### config.mk
export PLATFORM = sky130hd
export DESIGN_NAME = laser_frame_receiver_flat
export DESIGN_NICKNAME = d
export VERILOG_FILES = /design/src/rtl/laser_frame_receiver_if.sv /design/src/rtl/laser_frame_receiver.sv /design/src/flat_wrapper.sv
export SDC_FILE = /design/constraint.sdc
export NUM_CORES = 1
export LEC_CHECK = 0
export CAP_MARGIN = 5
export CORE_MARGIN = 3
export CORE_UTILIZATION = 50
export DETAILED_ROUTE_END_ITERATION = 10
export PLACE_DENSITY_LB_ADDON = 0.15
export SYNTH_ARGS = -nofsm -noshare
export SYNTH_HDL_FRONTEND = slang
export SYNTH_SLANG_ARGS = --single-unit
### constraint.sdc
create_clock -name clock -period 2.15 [get_ports clock]
set_input_delay 0.5375 -clock clock [delete_from_list [all_inputs] [get_ports clock]]
set_output_delay 0.5375 -clock clock [all_outputs]
set_load 0.005 [all_outputs]
### src/rtl/laser_frame_receiver_if.sv
// Byte-stream interface between the laser frame receiver and its FTDI-side consumer.
// The receiver takes the slave view. The controller or a testbench takes the master
// view: it drives the enable and the raw photodiode level, and it reads back the
// recovered bytes and the status.
interface laser_frame_receiver_if #(
  parameter int CNT_W = 16
);
  logic             en;
  logic             laser_rx;
  logic [7:0]       data_in;
  logic             data_valid;
  logic             framing_error;
  logic             busy;
  logic [CNT_W-1:0] byte_count;
  logic [7:0]       error_count;

  modport master (
    output en, laser_rx,
    input  data_in, data_valid, framing_error, busy, byte_count, error_count
  );

  modport slave (
    input  en, laser_rx,
    output data_in, data_valid, framing_error, busy, byte_count, error_count
  );
endinterface

### src/rtl/laser_frame_receiver.sv
// Laser frame receiver. It recovers 10-bit frames from an oversampled photodiode
// level. A frame is an idle 0, a start 1, 8 data bits sent LSB first, and a stop 0.
// Each bit is decided by a 3-sample majority around the middle of the bit. Frames
// with a false start are dropped silently. A bad stop bit is reported as a
// framing error.
module laser_frame_receiver #(
  parameter int OVERSAMPLE  = 8,
  parameter int SYNC_STAGES = 2,
  parameter int CNT_W       = 16
) (
  input  logic                   clock,
  input  logic                   reset,
  laser_frame_receiver_if.slave  rx_if
);

  localparam int MID  = OVERSAMPLE / 2;
  localparam int SC_W = $clog2(OVERSAMPLE);

  localparam logic [SC_W-1:0] SAMP_ONE  = SC_W'(1);
  localparam logic [SC_W-1:0] SAMP_DEC  = SC_W'(MID + 1);
  localparam logic [SC_W-1:0] SAMP_LAST = SC_W'(OVERSAMPLE - 1);

  typedef enum logic [1:0] {
    IDLE,
    START,
    DATA,
    STOP
  } state_e;

  logic [SYNC_STAGES-1:0] sync_q;
  logic [1:0]             hist_q;
  logic                   rx_s;
  logic                   maj;

  state_e           state_q;
  logic             armed_q;
  logic [SC_W-1:0]  sample_cnt_q;
  logic [SC_W-1:0]  sample_cnt_d;
  logic [2:0]       bit_idx_q;
  logic [7:0]       shift_q;
  logic [7:0]       data_in_q;
  logic             data_valid_q;
  logic             framing_error_q;
  logic             busy_q;
  logic [CNT_W-1:0] byte_count_q;
  logic [7:0]       error_count_q;
  logic [7:0]       error_count_d;
  logic             at_decision;
  logic             at_wrap;

  assign rx_s = sync_q[SYNC_STAGES-1];

  // hist_q[1] holds the sample taken at MID-1 and hist_q[0] the one at MID, so the
  // vote is ready in the same cycle as the sample at MID+1.
  assign maj = (hist_q[1] & hist_q[0]) | (hist_q[1] & rx_s) | (hist_q[0] & rx_s);

  assign at_decision   = (sample_cnt_q == SAMP_DEC);
  assign at_wrap       = (sample_cnt_q == SAMP_LAST);
  assign sample_cnt_d  = at_wrap ? '0 : sample_cnt_q + SAMP_ONE;
  assign error_count_d = (error_count_q == 8'hFF) ? 8'hFF : error_count_q + 8'd1;

  // Metastability synchroniser for the asynchronous pin, plus a two-deep history of rx_s for the vote
  always_ff @(posedge clock or negedge reset) begin
    if (!reset) begin
      sync_q <= '0;
      hist_q <= '0;
    end else begin
      // NOTE: non-blocking assignments make every stage take the old value of the
      // stage before it. Blocking assignments here would collapse the chain into
      // one flop.
      sync_q <= {sync_q[SYNC_STAGES-2:0], rx_if.laser_rx};
      hist_q <= {hist_q[0], rx_s};
    end
  end

  // Frame FSM: bit timing, data shift, byte/error reporting and counters, all registered
  always_ff @(posedge clock or negedge reset) begin
    if (!reset) begin
      state_q         <= IDLE;
      armed_q         <= 1'b0;
      sample_cnt_q    <= '0;
      bit_idx_q       <= '0;
      // NOTE: the data registers are reset along with the control state, so every
      // output reads a defined 0 from the first cycle after reset.
      shift_q         <= '0;
      data_in_q       <= '0;
      data_valid_q    <= 1'b0;
      framing_error_q <= 1'b0;
      busy_q          <= 1'b0;
      byte_count_q    <= '0;
      error_count_q   <= '0;
    end else begin
      // NOTE: the pulse outputs are cleared by default, and only the stop-bit
      // decision sets them, so each pulse lasts exactly one cycle.
      data_valid_q    <= 1'b0;
      framing_error_q <= 1'b0;

      if (!rx_if.en) begin
        state_q      <= IDLE;
        busy_q       <= 1'b0;
        armed_q      <= 1'b0;
        sample_cnt_q <= '0;
        bit_idx_q    <= '0;
      end else begin
        unique case (state_q)
          IDLE: begin
            sample_cnt_q <= '0;
            bit_idx_q    <= '0;
            if (armed_q && rx_s) begin
              // This cycle is sample 0 of the start bit.
              state_q      <= START;
              busy_q       <= 1'b1;
              armed_q      <= 1'b0;
              sample_cnt_q <= SAMP_ONE;
            end else if (!rx_s) begin
              armed_q <= 1'b1;
            end
          end

          START: begin
            sample_cnt_q <= sample_cnt_d;
            if (at_decision && !maj) begin
              state_q      <= IDLE;
              busy_q       <= 1'b0;
              sample_cnt_q <= '0;
            end else if (at_wrap) begin
              state_q   <= DATA;
              bit_idx_q <= '0;
            end
          end

          DATA: begin
            sample_cnt_q <= sample_cnt_d;
            if (at_decision) begin
              shift_q[bit_idx_q] <= maj;
            end
            if (at_wrap) begin
              if (bit_idx_q == 3'd7) begin
                state_q <= STOP;
              end else begin
                bit_idx_q <= bit_idx_q + 3'd1;
              end
            end
          end

          STOP: begin
            sample_cnt_q <= sample_cnt_d;
            if (at_decision) begin
              // Going back to IDLE this early lets a back-to-back start edge be caught.
              state_q      <= IDLE;
              busy_q       <= 1'b0;
              armed_q      <= 1'b0;
              sample_cnt_q <= '0;
              if (!maj) begin
                data_in_q    <= shift_q;
                data_valid_q <= 1'b1;
                byte_count_q <= byte_count_q + CNT_W'(1);
              end else begin
                framing_error_q <= 1'b1;
                error_count_q   <= error_count_d;
              end
            end
          end

          default: begin
            state_q <= IDLE;
            busy_q  <= 1'b0;
            armed_q <= 1'b0;
          end
        endcase
      end
    end
  end

  assign rx_if.data_in       = data_in_q;
  assign rx_if.data_valid    = data_valid_q;
  assign rx_if.framing_error = framing_error_q;
  assign rx_if.busy          = busy_q;
  assign rx_if.byte_count    = byte_count_q;
  assign rx_if.error_count   = error_count_q;

endmodule

### src/flat_wrapper.sv
// flat-port wrapper written by rule: the top's interface ports become plain ports
module laser_frame_receiver_flat 
#(
  parameter int OVERSAMPLE  = 8,
  parameter int SYNC_STAGES = 2,
  parameter int CNT_W       = 16
)
  (clock, reset, rx_if_en, rx_if_laser_rx, rx_if_data_in, rx_if_data_valid, rx_if_framing_error, rx_if_busy, rx_if_byte_count, rx_if_error_count);
  laser_frame_receiver_if #(.CNT_W(CNT_W)) rx_if_i ();
  input  logic clock;
  input  logic reset;
  input wire logic [$bits(rx_if_i.en)-1:0] rx_if_en;
  input wire logic [$bits(rx_if_i.laser_rx)-1:0] rx_if_laser_rx;
  output wire logic [$bits(rx_if_i.data_in)-1:0] rx_if_data_in;
  output wire logic [$bits(rx_if_i.data_valid)-1:0] rx_if_data_valid;
  output wire logic [$bits(rx_if_i.framing_error)-1:0] rx_if_framing_error;
  output wire logic [$bits(rx_if_i.busy)-1:0] rx_if_busy;
  output wire logic [$bits(rx_if_i.byte_count)-1:0] rx_if_byte_count;
  output wire logic [$bits(rx_if_i.error_count)-1:0] rx_if_error_count;
  assign rx_if_i.en = rx_if_en;
  assign rx_if_i.laser_rx = rx_if_laser_rx;
  assign rx_if_data_in = rx_if_i.data_in;
  assign rx_if_data_valid = rx_if_i.data_valid;
  assign rx_if_framing_error = rx_if_i.framing_error;
  assign rx_if_busy = rx_if_i.busy;
  assign rx_if_byte_count = rx_if_i.byte_count;
  assign rx_if_error_count = rx_if_i.error_count;
  laser_frame_receiver #(.OVERSAMPLE(OVERSAMPLE), .SYNC_STAGES(SYNC_STAGES), .CNT_W(CNT_W)) u_core (.clock(clock), .reset(reset), .rx_if(rx_if_i));
endmodule
======== After elaboration in Yosys (flattened, before gate mapping) ========
Index checks and enable logic that the tools add are counted.
word-level totals
  word-level logic and storage cells ...... 98
  register bits ........................... 56
  input port bits ......................... 4
  output and inout port bits .............. 35
cells by class
  reduce and logical (&&, ||, !) cells .... 12
  order comparisons ....................... 2
  equal/unequal tests ..................... 20
  bitwise operators ....................... 6
  multiplexer cells ....................... 41
  add/sub/neg operators ................... 4
operators with widths
  cell                                                   number
  2-to-1 mux 3 bit                                       9
  inequality test 3 x 2 -> 1 bit, second input constant  6
  2-to-1 mux 1 bit                                       17
  adder 16 x 1 -> 16 bit, second input constant          1
  2-to-1 mux 2 bit                                       7
  case mux 3 bit (4 select lines)                        1
  AND reduction 4 bit                                    3
  AND reduction 5 bit                                    2
  equality test 3 bit, second input constant             3
  case mux 3 bit (3 select lines)                        1
  adder 8 x 1 -> 8 bit, second input constant            1
  bitwise mux 8 bit                                      1
  equality test 8 bit, second input constant             1
  2-to-1 mux 8 bit                                       1
  inequality test 4 x 1 -> 1 bit, second input constant  2
  case mux 2 bit (4 select lines)                        1
  adder 3 x 1 -> 3 bit, second input constant            2
  inequality test 3 bit, second input constant           2
  AND reduction 3 bit                                    2
  equality test 2 bit, second input constant             2
  < comparator 3 x 4 -> 1 bit, second input constant     1
  inequality test 4 x 2 -> 1 bit, second input constant  1
  inequality test 4 bit, second input constant           1
  AND 1 bit                                              3
  other kinds (11)                                       14

======== Depth between registers and ports, before layout ========
  depth after elaboration ................. 8
  gate-level depth with buffers ........... 7
  depth with buffers taken out ............ 7

======== Worst setup path after synthesis ========
Ideal clock, no wire load.
  kind .................................... reg-to-reg
  from .................................... reg u_core.sample_cnt_q[1]
  to ...................................... reg u_core.data_in_q[2] (netlist: u_core.rx_if.data_in[2])
  data required time ...................... 2025 ps
  setup time .............................. 125 ps
  period minus slack after synthesis ...... 1790 ps
  cell stages (with the launch flop) ...... 7
  path slack .............................. 360 ps
  buffers on the path ..................... 1
  arrival time ............................ 1665 ps
  cell sequence ........................... dfrtp_1 > inv_1 > ha_1 > nand3_1 > nor3_4 > buf_6 > mux2_2
between the ends
  longest elaborated chain between the ends .. 2
ends and longest elaborated chain
  element                               RTL line                     source
  start: declaration                    laser_frame_receiver.sv:37   logic [SC_W-1:0] sample_cnt_q;
  start signal: assignment              laser_frame_receiver.sv:121  sample_cnt_q <= sample_cnt_d;
  start signal: assignment              laser_frame_receiver.sv:133  sample_cnt_q <= sample_cnt_d;
  start signal: assignment              laser_frame_receiver.sv:147  sample_cnt_q <= sample_cnt_d;
  equality test 3 bit                   laser_frame_receiver.sv:57   assign at_decision = (sample_cnt_q == SAMP_DEC);
  AND reduction 4 bit (no source line)  -
  end signal: assignment                laser_frame_receiver.sv:155  data_in_q <= shift_q;
  end: declaration                      laser_frame_receiver.sv:41   logic [7:0] data_in_q;
No other way between the ends.
A chain may end at the register's enable or synchronous reset.

======== Worst setup path in the final report ========
  from .................................... in rx_if_en
  to ...................................... reg u_core.shift_q[4]
between the ends
  longest elaborated chain between the ends .. 1
ends and longest elaborated chain
  element                               RTL line                     source
  start: declaration                    flat_wrapper.sv:12           input wire logic [$bits(rx_if_i.en)-1:0] rx_if_en;
  AND reduction 3 bit (no source line)  -
  end signal: indexed assignment        laser_frame_receiver.sv:135  shift_q[bit_idx_q] <= maj;
  end: declaration                      laser_frame_receiver.sv:40   logic [7:0] shift_q;
No other way between the ends.

==> impl_results.md <==
* Status: completed
* Largest net degree at the start of global routing at 35
* Detailed Route WL at 4470 um
* Final WS setup at 0.203 ns
* Dpl cell area at 3060 um2
* Dpl hpwl at 3370 um
* Setup Crit Path Kind: in -> reg
* Fin crit period at 1.95 ns
* Commonest non-fill, non-tap cells in the layout: dfrtp_1, clkdlybuf4s50_1, mux2_2
* Vias in the first global route at 1,751
* CP startpoint kind: primary input
* Residual DRC at 0
* Area of the multi-input gates at 1070 um2
* Core Rows at 25
* Unrepaired setup endpoints after global routing: no
* Die area at 5910 um2
* Worst Tran Pin Value at 0.530 ns
* Setup tns final at 0 ns
* Max Fanout on Critical Path at 3
* Clk_lat worst skew at 0.29 ns
* Avg Cell Area, Syn at 12.2 um2
* Final-report setup violation count at 0
* Detailed Routing Iterations Pass 1 at 4
* CTS tree: yes
* I/O Buffers at 38
* Commonest non-fill, non-tap cell in the layout: dfrtp_1
* Clock H-tree levels at 2
* Worst Path Required at 2.33 ns
* Filler instances at 370
* Post-cts resize count at 0
* Register Area at 1400 um2
* Hold buffer count at CTS at 0
* Fin. Hold Viols at 0
* GRT overflow at 0
* Io pins at 39
* Total CTS buffers at 5
* Core ar. at 4790 um2
* Cell count after synthesis at 205
* Clk_skew at 0.00311 ns
* Clk sinks at 56
* Max Slew Vio Count at 0
* First DRT Iteration DRCs at 52
* Antenna Nets Post-Route at 0
* RR Endpoint: u_core.rx_if.data_in[2]$_DFFE_PN0P_
* Final #Nets at 269
* Post-CTS setup buffer count at 0
* Initial antenna violation count at 0
* Period utilization at 90.6%
* Post-Syn Nets at 216
* Leakage power at 0.00140 uW
* Worst-path clk slew at 0.09 ns
* Worst slack at placement at -0.112 ns
* #FFs+latches synth at 56
* Longest Clk Path Bufs at 2
* Worst hold-check path type: in -> async
* Number of synthesized flops with an enable pin at 0
* Crit end category: register
* Die Width at 76.9 um
* Async S/R FF share, synth at 100%
* Ys flop type: dfrtp_1
* Vert. Die Dim at 76.9 um
* Layout cell share with drive strength beyond 1 at 18.1%
* Post-detailed-route wirelength per cell at 13.7 um
* First-pass GRT wire length at 7840 um
* DP Cell Count at 318
* Max Freq at 514 MHz
* Starting density of the core at 52.4%
* Post-synthesis cell area at 2510 um2
* Number of distinct library cells after synthesis at 43
* Post-synthesis sequential area ratio at 55.8%
* VDD IR max at 0.344 mV
* Power Density at 539 nW/um2
* Gpl congestion at 0.811
* WP data arrival at 2.13 ns
* Total number of vias at 1,742
* Root buf cell: clkbuf_8
* Area delta synth->final at 25.4%
* Overall Global Routing Usage at 16.2%
* FF-to-FF path depth at 6
* Post-Layout Cell Count at 326
* Via/cell ratio at 5.34
* Max-cap violations at 0
* Final instance area at 3150 um2
* Worst reg2reg path startpoint: u_core.sample_cnt_q[1]$_DFF_PN0_
* Worst reg2reg setup slack at 0.24 ns
* Ys Warns at 0
* Diode count at 0
* Slew HR at 64.6%
* WHS at 0.217 ns
-- through the flow --
| step | utilization [%] | power, uW |
|---|---|---|
| global route | 65.8 | 1770 |
| global placement | 63.9 | 1150 |
| CTS | 65.8 | 1720 |
| floorplan | - | 1110 |
| finish | 65.8 | 1700 |
| detailed placement | 63.9 | 1150 |
-- worst max path at each step --
stage	slack (ns)	end	start	cells past startpoint
global route	0.1	u_core.rx_if.byte_count[13]$_DFFE_PN0P_	u_core.sample_cnt_q[1]$_DFF_PN0_	6
CTS	0.20	u_core.shift_q[4]$_DFFE_PN0P_	rx_if_en	5
floorplan	0.36	u_core.rx_if.data_in[2]$_DFFE_PN0P_	u_core.sample_cnt_q[1]$_DFF_PN0_	6
finish	0.20	u_core.shift_q[4]$_DFFE_PN0P_	rx_if_en	5
detailed placement	-0.11	u_core.shift_q[4]$_DFFE_PN0P_	rx_if_en	5
global placement	-0.1	u_core.shift_q[4]$_DFFE_PN0P_	rx_if_en	5
-- routing by layer --
metal | share of wire (%) | vias to the layer above | global-route usage (%)
met1 | 44 | 856 | 19.8
met2 | 51 | 29 | 28.6
met4 | 0.43 | 0 | 4.17
li1 | - | 855 | -
met5 | 0 | - | 0
met3 | 3.6 | 2 | 4.11
-- state kept, by name (all words and copies together) (netlist names), 2 cells and up --
signal and flops:
u_core.rx_if.data_in 8, u_core.rx_if.byte_count 16, u_core.sync_q 2, u_core.hist_q 2, u_core.bit_idx_q 3, u_core.state_q 2, u_core.rx_if.error_count 8, u_core.shift_q 8
u_core.sample_cnt_q 3
-- final cells by class --
class,count,share of cell area (%)
inverters,6,0.716
flip-flops and latches,56,44.5
multi-input cells,140,33.9
clock buffers,8,2.86
well taps,67,2.66
repair buffers,49,15.3
-- worst max-delay path, cell delays in order --
cell,delay (ns)
clkdlybuf4s50_1,0.55
nand2_4,0.07
or4b_4,0.52
nor3_2,0.12
mux2_1,0.33
-- Yosys cell counts (2+ instances only) --
library cell,n,area (um2)
xor2_1,2,17.5
xnor2_1,13,114
inv_1,6,22.5
nor4_4,2,42.5
dfrtp_1,56,1400
nand2_1,14,52.6
a32o_1,2,20.0
and4_1,2,17.5
ha_1,7,87.6
a31oi_1,2,12.5
o21ai_0,4,20.0
nor2_1,9,33.8
nor2b_1,2,12.5
nor3_1,5,25.0
nand3_1,14,70.1
and2_1,2,12.5
and3_1,3,18.8
nand2b_1,2,12.5
mux2_2,20,225
a21oi_1,6,30.0
nor4_1,2,12.5
nand4_1,9,56.3
-- where the power goes --
part / internal, uW / switching, uW / total [uW]
Clock: 263 / 302 / 566
Combinational: 20.2 / 43.6 / 63.7
Sequential: 1060 / 5.95 / 1070
Total: 1340 / 352 / 1700
-- cells by family (layout without fill, tap and decap cells) --
kind of cell | Yosys count | count (layout) | synth area share (%)
buf+inv | 9 | 63 | 1.69
compound gates | 20 | 20 | 5.28
flops | 56 | 56 | 55.8
xor+xnor | 15 | 15 | 5.23
fa+ha+maj | 8 | 8 | 3.94
simple gates | 76 | 76 | 18.6
mux | 21 | 21 | 9.42
(Power assumes the default switching activity.)
